## src/rtl/mips_main_ctrl.sv

```systemverilog
// Multicycle MIPS main controller.
// A 4-bit state register walks each instruction through fetch, decode,
// execute, memory and write-back. All datapath enables and mux selects are
// decoded combinationally from the current state. Fetch and the data-memory
// states wait on the memory ready handshake.
module mips_main_ctrl #(
  parameter bit MEM_HANDSHAKE = 1'b1
) (
  input  logic       clk,
  input  logic       reset_n,
  input  logic [5:0] op,
  input  logic       mem_ready,
  output logic       iorD,
  output logic       memWrite,
  output logic       irWrite,
  output logic       regDst,
  output logic       memtoReg,
  output logic       regWrite,
  output logic       aluSrcA,
  output logic [1:0] aluSrcB,
  output logic [1:0] aluOp,
  output logic [1:0] pcSrc,
  output logic       pcWrite,
  output logic       branch,
  output logic       illegal_op,
  output logic [3:0] state
);

  typedef enum logic [3:0] {
    S_FETCH   = 4'd0,
    S_DECODE  = 4'd1,
    S_MEMADR  = 4'd2,
    S_MEMRD   = 4'd3,
    S_MEMWB   = 4'd4,
    S_MEMWR   = 4'd5,
    S_RTYPEEX = 4'd6,
    S_RTYPEWB = 4'd7,
    S_BEQEX   = 4'd8,
    S_ADDIEX  = 4'd9,
    S_ADDIWB  = 4'd10,
    S_JEX     = 4'd11
  } state_e;

  localparam logic [5:0] OP_LW    = 6'b100011;
  localparam logic [5:0] OP_SW    = 6'b101011;
  localparam logic [5:0] OP_RTYPE = 6'b000000;
  localparam logic [5:0] OP_BEQ   = 6'b000100;
  localparam logic [5:0] OP_ADDI  = 6'b001000;
  localparam logic [5:0] OP_J     = 6'b000010;

  state_e state_q, state_d;
  logic   rdy;

  // With the handshake disabled memory is assumed to finish in one cycle.
  assign rdy   = MEM_HANDSHAKE ? mem_ready : 1'b1;
  assign state = state_q;

  // State register; reset forces FETCH at once so no write strobe survives it.
  always_ff @(posedge clk or negedge reset_n) begin
    if (!reset_n) state_q <= S_FETCH;
    else          state_q <= state_d;
  end

  // Next-state and output decode from the current state.
  always_comb begin
    state_d    = S_FETCH;
    iorD       = 1'b0;
    memWrite   = 1'b0;
    irWrite    = 1'b0;
    regDst     = 1'b0;
    memtoReg   = 1'b0;
    regWrite   = 1'b0;
    aluSrcA    = 1'b0;
    aluSrcB    = 2'b00;
    aluOp      = 2'b00;
    pcSrc      = 2'b00;
    pcWrite    = 1'b0;
    branch     = 1'b0;
    illegal_op = 1'b0;
    unique case (state_q)
      S_FETCH: begin
        // PC+4 computed every cycle, but PC and IR only load once memory is ready.
        aluSrcB = 2'b01;
        irWrite = rdy;
        pcWrite = rdy;
        state_d = rdy ? S_DECODE : S_FETCH;
      end
      S_DECODE: begin
        // Speculatively form the branch target into ALUOut.
        aluSrcB = 2'b11;
        case (op)
          OP_LW, OP_SW: state_d = S_MEMADR;
          OP_RTYPE:     state_d = S_RTYPEEX;
          OP_BEQ:       state_d = S_BEQEX;
          OP_ADDI:      state_d = S_ADDIEX;
          OP_J:         state_d = S_JEX;
          default: begin
            illegal_op = 1'b1;
            state_d    = S_FETCH;
          end
        endcase
      end
      S_MEMADR: begin
        aluSrcA = 1'b1;
        aluSrcB = 2'b10;
        state_d = (op == OP_LW) ? S_MEMRD : S_MEMWR;
      end
      S_MEMRD: begin
        iorD    = 1'b1;
        state_d = rdy ? S_MEMWB : S_MEMRD;
      end
      S_MEMWB: begin
        memtoReg = 1'b1;
        regWrite = 1'b1;
      end
      S_MEMWR: begin
        // Strobe held for the whole access, including wait cycles.
        iorD     = 1'b1;
        memWrite = 1'b1;
        state_d  = rdy ? S_FETCH : S_MEMWR;
      end
      S_RTYPEEX: begin
        aluSrcA = 1'b1;
        aluOp   = 2'b10;
        state_d = S_RTYPEWB;
      end
      S_RTYPEWB: begin
        regDst   = 1'b1;
        regWrite = 1'b1;
      end
      S_BEQEX: begin
        aluSrcA = 1'b1;
        aluOp   = 2'b01;
        pcSrc   = 2'b01;
        branch  = 1'b1;
      end
      S_ADDIEX: begin
        aluSrcA = 1'b1;
        aluSrcB = 2'b10;
        state_d = S_ADDIWB;
      end
      S_ADDIWB: begin
        regWrite = 1'b1;
      end
      S_JEX: begin
        pcSrc   = 2'b10;
        pcWrite = 1'b1;
      end
      default: state_d = S_FETCH;
    endcase
  end

endmodule

```

## config.mk

```make
export PLATFORM = sky130hd
export DESIGN_NAME = mips_main_ctrl
export DESIGN_NICKNAME = d
export VERILOG_FILES = /design/src/rtl/mips_main_ctrl.sv
export SDC_FILE = /design/constraint.sdc
export NUM_CORES = 1
export LEC_CHECK = 0
export CAP_MARGIN = 40
export CORE_MARGIN = 2
export CORE_UTILIZATION = 40
export DETAILED_ROUTE_END_ITERATION = 8
export PLACE_DENSITY = 0.79
export SYNTH_ARGS = -nofsm -noshare
export SYNTH_HDL_FRONTEND = slang
export SYNTH_SLANG_ARGS = --single-unit
```

## constraint.sdc

```tcl
create_clock -name clk -period 3.4 [get_ports clk]
set_clock_uncertainty 0.2 [all_clocks]
set_input_delay 0.85 -clock clk [delete_from_list [all_inputs] [get_ports clk]]
set_output_delay 0.85 -clock clk [all_outputs]
set_load 0.1 [all_outputs]
```

==> results of run 1 <==
-- power groups by stage --
stage | Combinational, mW | Clock, mW | Sequential [mW]
after floorplan | 0.233 | 0 | 0.0975
after global placement | 0.326 | 0 | 0.0849
after detailed placement | 0.329 | 0 | 0.0856
after CTS | 0.329 | 0.0612 | 0.0849
after global routing | 0.339 | 0.0649 | 0.0882
final | 0.329 | 0.0594 | 0.0857
-- cells in the final DEF, fill, tap and decap left out, types with 2 or more instances in the layout --
cell type        instances
clkdlybuf4s50_1          8
a31oi_1                  2
nor2_1                   2
buf_12                   3
dfrtp_2                  3
nor3_2                   2
clkbuf_4                 3
o21ai_0                  3
nor2_4                   3
and3_1                   3
nor3_4                   3
buf_4                   17
or4_1                    2
nor4b_1                  2
nor2_2                   2
o211ai_1                 3
nand2_1                  3
nor3_1                   3
nand2b_1                 5
xor2_1                   2
-- cells by family after synthesis --
kind of cell	count (synthesis)
AO/OA/AOI/OAI	16
XOR/XNOR	3
buffers and inverters	9
flip-flops	4
multiplexers	1
AND/OR/NAND/NOR	39
-- how the worst max path moves through the flow --
stage                  to               start  depth (start not counted)
6_report       illegal_op               op[3]                          5
5_1_grt        illegal_op               op[1]                          5
4_1_cts        illegal_op               op[3]                          5
3_5_place_dp   illegal_op               op[3]                          5
3_3_place_gp   illegal_op               op[3]                          5
2_1_floorplan    regWrite  state[1]$_DFF_PN0_                          4
-- critical path, cell delays in order --
cell and delay, ns:
clkdlybuf4s50_1 0.53, xor2_1 0.21, o211ai_1 0.25, and3_1 0.25, buf_12 0.18
-- through the flow --
stage | area [sq um] | util | hold slack [ns] | TNS (ns) | cells
floorplan | 608.1 | - | 0.3544 | -0.6291 | 72
global placement | 854.6 | 0.7392 | 0.3934 | 0 | 106
detailed placement | 854.6 | 0.7392 | 0.4090 | 0 | 106
CTS | 877.1 | 0.7587 | 0.4051 | 0 | 109
global route | 883.3 | 0.7641 | 0.4243 | 0 | 109
finish | 883.3 | 0.7641 | 0.4109 | 0 | 109
-- routing by layer --
layer,GRT usage,vias up,share of wire
li1,-,320,-
met1,0.2795,300,0.42
met2,0.3831,20,0.54
met3,0.03333,2,0.029
met4,0.07759,0,0.0063
met5,0,-,0
-- cell type report --
| type | instances | area [sq um] | share of cell area |
|---|---|---|---|
| Multi-Input combinational cell | 59 | 464.2 | 0.5255 |
| Inverter | 1 | 3.754 | 0.004249 |
| Clock buffer | 3 | 22.52 | 0.02550 |
| Sequential cell | 4 | 107.6 | 0.1218 |
| Tap cell | 14 | 17.52 | 0.01983 |
| Timing Repair Buffer | 28 | 267.8 | 0.3031 |
==> results.md, run 1 <==
- Die ar.: 0.001606 sq mm
- Placement Setup Slack: 0.1019 ns
- Top FF cell, synth: dfrtp_1
- Die H: 40.07 um
- Worst r2r src: state[1]$_DFF_PN0_
- Register area share after synthesis: 0.1923
- Crit path kind: primary input to output pin
- H-tree depth: 1
- Top cell type's share of synthesized area: 0.1923
- Part of the power in combinational logic: 0.694
- Clk_lat worst skew: 0.24 ns
- Tot GR Track Use: 0.2231
- Vias per cell: 5.890
- CTS resizes: 0
- RSZ-0062 raised after global routing: false
- Number of fill cells in the layout: 89
- Cells after Synth: 72
- Cell row count: 12
- Max IR drop VDD: 0.0003357 V
- CTS tree: done
- Status: finished, final reports clean
- Drt pass-1 iters: 4
- Arrival @ worst endpoint: 2.28 ns
- Antenna viol nets, final: 0
- GRT overflow: 0
- First-pass GRT wire length: 2.401 mm
- Mapped Avg Cell Area: 7.229 sq um
- Sw power: 0.2881 mW
- # IOs: 29
- Die width: 40.07 um
- Port bufs: 28
- Flop pwr share: 0.181
- Net Sw Frac: 0.6075
- Clock group share of total power: 0.125
- Cell Area, Synth: 520.5 sq um
- Lkg Pwr: 0.3399 nW
- WHS Endpoint: state[0]$_DFF_PN0_
- CTS clk-pin slew, worst paths: 0.04 ns
- Post-synth top area cell: dfrtp_1
- Hold path start: state[3]$_DFF_PN0_
- Worst Setup End Kind: output pin
- Vias: 642
- Reg2Reg Setup Slack: 1.47 ns
- Area of the core: 0.001156 sq mm
- Startpoint class of the critical path: primary input
- Layout net count: 106
- Share of layout cells above drive strength 1: 0.4421
- Cell variety after synth: 34
- DR WL/cell: 14.51 um
- DRT Wirelength: 1.582 mm
- Post-route setup slack: 0.06687 ns
- Net count after synthesis: 81
- Timing-limited maximum frequency: 300.0 MHz
- Clk root buf: clkbuf_4
- Reg2Reg Depth: 3
- Most numerous cell in the Yosys netlist: nor3_1
- TritonCTS Sinks: 4
- Max Fanout on Critical Path: 6
- Largest family of logic cells by synthesized area: simple AND/OR/NAND/NOR gates
- Synth async-reset ratio: 1.000
- CTS max path bufs: 2
- Post-CTS Setup Inserts: 0
- Post-synthesis xor/xnor area fraction: 0.05048
- Worst-Margin Slew: 0.5065 ns
- Complex-gate fraction of the synthesized area: 0.2260
- Ant. Diodes: 0
- # hold bufs at CTS: 0
- Synth Area in Simple Gates: 0.4399
- Initial Util: 0.4502
- Max_slew headroom: 0.6576
- Final Max Slew Viols: 0
- TritonCTS Buffers: 3
- 1st-iter DRT viols: 13
- Synth top cells by count: 8 x nor3_1, 7 x nor2_1, 6 x clkbuf_1, 5 x nand2b_1
- Initial antenna violation count: 0
- Vias in the first global route: 557
- FF-to-FF End: state[0]$_DFF_PN0_
- GP Congestion: 0.7345
- Hold/Removal Path Class: register to register
- Adder-Cell Fraction of Synth Area: 0
- Finish-stage setup viols: 0
- Fin crit period: 3.333 ns
- Total power: 0.4742 mW
- Largest net degree at the start of global routing: 21
- Hpwl dp: 1.198 mm
- Post-synth EDFFs: 0
- Fin crit share: 0.9803
- Synthesis Warnings: 0
- Maxcap violations: 0
- Cells taking the most area after synthesis: dfrtp_1 19%, nor3_1 7.7%, nand2b_1 6.0%
- Multiplexer share of the synthesized area: 0.01923
- Max reg flops: 4
- Post-route DRC: 0
- Hold path cells: 1
- CP required: 2.35 ns
- Number of synthesized register bits: 4
- PwrDens: 536.8 mW/mm^2
- Area Overhead vs Synth: 69.71%
- Fin. Hold Viols: 0
- P_int: 0.1861 mW
Power figures use the tool's default switching activity.
==> run 2, diff against run 1 <==
--- a/config.mk
+++ b/config.mk
@@ -10,6 +10,7 @@
 export CORE_UTILIZATION = 40
 export DETAILED_ROUTE_END_ITERATION = 8
 export PLACE_DENSITY = 0.79
+export SLEW_MARGIN = 5
 export SYNTH_ARGS = -nofsm -noshare
 export SYNTH_HDL_FRONTEND = slang
 export SYNTH_SLANG_ARGS = --single-unit
==> results of run 2 <==
No change in the layout: final DEF, timing and power equal those of run 1.
